<file path="config.mk">
export PLATFORM = sky130hd
export DESIGN_NAME = shift_reg_univ
export DESIGN_NICKNAME = d
export VERILOG_FILES = /design/src/rtl/shift_reg_univ.sv
export SDC_FILE = /design/constraint.sdc
export NUM_CORES = 1
export LEC_CHECK = 0
export CAP_MARGIN = 20
export CORE_MARGIN = 4
export CORE_UTILIZATION = 47
export DETAILED_ROUTE_END_ITERATION = 10
export PLACE_DENSITY = 0.75
export SLEW_MARGIN = 20
export SYNTH_ARGS = -nofsm -noshare
export SYNTH_HDL_FRONTEND = slang
export SYNTH_SLANG_ARGS = --single-unit
</file>
<file path="constraint.sdc">
create_clock -name i_clk -period 1.8 [get_ports i_clk]
set_input_delay 0.54 -clock i_clk [delete_from_list [all_inputs] [get_ports i_clk]]
set_output_delay 0.54 -clock i_clk [all_outputs]
set_load 0.01 [all_outputs]
</file>
<file path="src/rtl/shift_reg_univ.sv">
`default_nettype none
// ============================================================================
// Module      : shift_reg_univ
// Description : Universal WIDTH-bit shift register (shift/rotate/load/clear)
//               with a frame counter flagging every WIDTH completed shifts.
// Revision    : 1.0 - initial parametrised release
// ============================================================================
module shift_reg_univ #(
    parameter int WIDTH = 8
) (
    input  logic                     i_clk,
    input  logic                     i_rst,
    input  logic                     i_en,
    input  logic [2:0]               i_mode,
    input  logic                     i_d,
    input  logic [WIDTH-1:0]         i_load_data,
    output logic                     o_q,
    output logic [WIDTH-1:0]         o_data,
    output logic [$clog2(WIDTH)-1:0] o_cnt,
    output logic                     o_frame_done
);

    localparam int CNT_W = $clog2(WIDTH);

    localparam logic [2:0] C_MODE_HOLD  = 3'd0;
    localparam logic [2:0] C_MODE_SHL   = 3'd1;
    localparam logic [2:0] C_MODE_SHR   = 3'd2;
    localparam logic [2:0] C_MODE_ROL   = 3'd3;
    localparam logic [2:0] C_MODE_ROR   = 3'd4;
    localparam logic [2:0] C_MODE_LOAD  = 3'd5;
    localparam logic [2:0] C_MODE_CLEAR = 3'd6;

    localparam logic [CNT_W-1:0] C_CNT_LAST = CNT_W'(WIDTH - 1);

    logic [WIDTH-1:0] r_data_q, w_data_d;
    logic             r_dir_q, w_dir_d;
    logic [CNT_W-1:0] r_cnt_q, w_cnt_d;
    logic             r_frame_done_q, w_frame_done_d;
    logic             w_shift;

    always_comb begin
        w_data_d       = r_data_q;
        w_dir_d        = r_dir_q;
        w_cnt_d        = r_cnt_q;
        w_shift        = 1'b0;
        w_frame_done_d = 1'b0;

        // Mode is decoded only on enabled cycles so an unknown i_mode is harmless while idle
        if (i_en) begin
            case (i_mode)
                C_MODE_SHL: begin
                    w_data_d = {r_data_q[WIDTH-2:0], i_d};
                    w_dir_d  = 1'b0;
                    w_shift  = 1'b1;
                end
                C_MODE_SHR: begin
                    w_data_d = {i_d, r_data_q[WIDTH-1:1]};
                    w_dir_d  = 1'b1;
                    w_shift  = 1'b1;
                end
                C_MODE_ROL: begin
                    w_data_d = {r_data_q[WIDTH-2:0], r_data_q[WIDTH-1]};
                    w_dir_d  = 1'b0;
                    w_shift  = 1'b1;
                end
                C_MODE_ROR: begin
                    w_data_d = {r_data_q[0], r_data_q[WIDTH-1:1]};
                    w_dir_d  = 1'b1;
                    w_shift  = 1'b1;
                end
                C_MODE_LOAD: begin
                    w_data_d = i_load_data;
                    w_cnt_d  = '0;
                end
                C_MODE_CLEAR: begin
                    w_data_d = '0;
                    w_cnt_d  = '0;
                end
                default: ;  // hold and reserved encoding
            endcase
        end

        // Direction changes do not restart the frame; every shift counts
        if (w_shift) begin
            if (r_cnt_q == C_CNT_LAST) begin
                w_cnt_d        = '0;
                w_frame_done_d = 1'b1;
            end else begin
                w_cnt_d = r_cnt_q + 1'b1;
            end
        end
    end

    always_ff @(posedge i_clk or posedge i_rst) begin
        if (i_rst) begin
            r_data_q       <= '0;
            r_dir_q        <= 1'b0;
            r_cnt_q        <= '0;
            r_frame_done_q <= 1'b0;
        end else begin
            r_data_q       <= w_data_d;
            r_dir_q        <= w_dir_d;
            r_cnt_q        <= w_cnt_d;
            r_frame_done_q <= w_frame_done_d;
        end
    end

    assign o_q          = r_dir_q ? r_data_q[0] : r_data_q[WIDTH-1];
    assign o_data       = r_data_q;
    assign o_cnt        = r_cnt_q;
    assign o_frame_done = r_frame_done_q;

    // Unused mode constant kept for readability of the decode table
    logic w_unused;
    assign w_unused = ^C_MODE_HOLD;

endmodule
`default_nettype wire

</file>
==> impl_metrics.yaml <==
cells_and_area:
  n_fill_cell: 145
  area_delta_synth_final_pct: 54.7
  layout.nets: 175
  fin_util_pct: 77.0
  regArea_sq_um: 325
  drive_gt1_share_pct: 29.9
  antenna_cells: 0
  multi_input_area_sq_um: 608
clock_tree:
  clk_pin_slew_ns: 0.08
  clockRootBuffer: "clkbuf_4"
  htreeDepth: 1
  numClockSinks: 13
  clockBufferDepth: 2
  numCtsBuffers: 3
  ctsHoldBuffers: 0
  clk_latency_ns: 0.29
  cts_tree: "done"
routing:
  remaining_drc_errors: 0
  ant_nets: 0
  wirelength_um: 3000
  dr.pass1.iters: 4
  wire_per_inst_um: 16.3
  drtIter0Drc: 20
  via_count: 1089
  via_per_inst: 5.92
synthesis:
  synth_top_area_share_pct: 33.3
  seq_area_frac_synth_pct: 33.3
  synth-edff-count: 0
  syn_nets: 125
  yosys.area_share.adder_pct: 2.56
  ys_seq_elements: 13
  synth_compound_area_share_pct: 28.2
  synth_flop_cell: "dfrtp_1"
  synth_mux_area_share_pct: 6.79
  yosys-top-cells-area: "dfrtp_1 33%, nor2_1 5.4%, a21oi_1 5.1%"
  synth_largest_area_cell: "dfrtp_1"
  synthDistinctLibCells: 36
  synth-xor-area-share_pct: 0.897
  async_reset_ff_share_pct: 100
  netlist_top_cells_count: "14 x nor2_1, 13 x dfrtp_1, 10 x a21oi_1"
  yosys.area_share.simple_pct: 19.6
  synthCells: 108
  syn_avg_cell_area_sq_um: 9.04
  ys_warn_count: 0
  synth_most_common_cell: "nor2_1"
  netlist_area_sq_um: 976
  synth_top_family_by_area: "compound AO/OA/AOI/OAI gates"
place:
  gp_congestion: 0.818
  pre_cts_ws_ns: -0.272
  io_buffer_count: 27
  dpl.hpwl_um: 2080
floorplanning:
  core_sq_mm: 0.00196
  die_area_sq_mm: 0.00287
  die_h_um: 53.6
  dieWidth_um: 53.6
  start_util_pct: 49.7
  io_pins: 28
  std_cell_rows: 16
min_path:
  min-delay-path-class: "reg -> reg"
  worstHoldPathCells: 2
  whs_endpoint: "o_data[6]"
  min_from: "o_data[6]"
pwr:
  power_density_mw_per_mm2: 833
  p_total_w: 0.00126
  leakagePower_nw: 0.699
  vdd_drop_max_mv: 0.616
setup_path:
  arrival_ns: 1.93
  critical_path_peak_fanout: 7
  crit_chain: "clkdlybuf4s50_1, buf_4, nor2_2, a21o_2, a221oi_2, a21oi_1"
  r2r-start: "o_cnt[0]"
  end_kind: "register"
  critical_path_class: "in -> reg"
  worstReg2RegEnd: "o_cnt[2]"
  reg2reg_depth: 6
  cp.required_ns: 1.96
  critPathMaxStageDelay_ns: 0.48
  crit_path_top_delay_cell: "clkdlybuf4s50_1"
  startpoint_type: "input port"
  regToRegSetupSlack_ns: 0.22
sta:
  fin_crit_ns: 1.76
  fmaxAchievable_mhz: 568
  worstMarginPinSlew_ns: 0.535
  fin_setup_tns_ns: 0
  max_slew_margin_pct: 64.3
  setup_viol: 0
  skew_ns: 0.0142
  hold_violations: 0
  slew_violations: 0
  final.period_utilization_pct: 97.8
  worst_slack_ns: 0.0389
run_status:
  status: "complete, no violations"
global_route:
  grt_pass1_vias: 1104
  groute.usage.overall_pct: 23.5
  antenna_found_initial: 0
  gr-total-overflow: 0
  grt_pass1_wl_um: 4790
  grt_max_degree: 16
run:
  drv_cap: 0
-- cells in the final DEF, fill, tap and decap left out, drive strengths merged --
cell           instances
and3                   1
clkdlybuf4s15          1
nor3b                  1
nand2                  8
o221ai                 1
mux2i                  4
nor2b                  2
mux2                   2
nor3                   1
a221oi                 5
and4b                  2
a32o                   2
clkdlybuf4s50         17
inv                    4
o22ai                  2
nor2                  15
o31ai                  1
clkbuf                 4
nand2b                 3
dlymetal6s2s           5
ha                     2
nand3                  5
a32oi                  1
buf                   27
dfrtp                 13
o21ai                  6
xnor2                  1
dlygate4sd2            4
a41oi                  2
a21o                   1
a31oi                  1
a21oi                 11
a221o                  2
-- routing by layer --
| metal | track usage [%] | part of all wire, % | vias to the layer above |
|---|---|---|---|
| met5 | 0 | 0 | - |
| met4 | 14.0 | 3.4 | 0 |
| met3 | 6.09 | 6.0 | 15 |
| met2 | 44.1 | 54 | 55 |
| met1 | 22.6 | 36 | 518 |
| li1 | - | - | 501 |
-- cells by family (layout without fill, tap and decap cells) --
logic type,Yosys count,in the layout
adders and majority gates,2,2
buffers and inverters,13,62
xor gates and xnor gates,1,1
and+or+nand+nor,38,38
DFF,13,13
AOI/OAI and AO/OA,35,35
muxes,6,6
-- cell type report --
type / count / area share (%)
clock buffers: 4 / 1.74
inverters: 4 / 0.994
multi-input cells: 82 / 40.3
flip-flops and latches: 13 / 21.5
well taps: 27 / 2.24
repair buffers: 54 / 33.2
-- registers in the layout, indices dropped and copies added, names as in the netlist --
name,flops
o_cnt,3
o_data,8
r_dir_q,1
o_frame_done,1
-- per-stage QoR --
stage               hold slack, ns  cells  cell area [sq um]
global placement             0.514    173               1370
floorplan                    0.417    108                976
global route                 0.607    184               1510
finish                       0.559    184               1510
detailed placement           0.556    173               1370
CTS                          0.592    182               1430
-- timing repair --
item                                    CTS  global route
gates resized for setup                   7            14
endpoints found under the setup margin   10            12
setup buffers                             5             2
gates cloned                              0             0
-- report_power, final --
part	internal [W]	switching, W	total [W]
logic	0.000346	0.000305	0.000651
clock network	0.0000862	0.000111	0.000197
registers	0.000358	0.0000523	0.000410
-- critical path: cells and delay by family --
family                 cells  cell delay (ns)
AND/OR/NAND/NOR            1             0.06
buffers and inverters      2             0.65
AO/OA/AOI/OAI              3             0.67
-- worst max path at each step --
| stage | endpoint | from | slack, ns |
|---|---|---|---|
| 2_1_floorplan | o_data[0] | i_mode[1] | 0.28 |
| 3_3_place_gp | o_data[7] | i_mode[1] | -0.22 |
| 3_5_place_dp | o_data[7] | i_mode[1] | -0.27 |
| 4_1_cts | o_data[7] | i_mode[0] | 0.003 |
| 6_report | o_data[7] | i_mode[2] | 0.04 |
| 5_1_grt | o_data[7] | i_mode[2] | -0.05 |
Power figures use the tool's default switching activity.
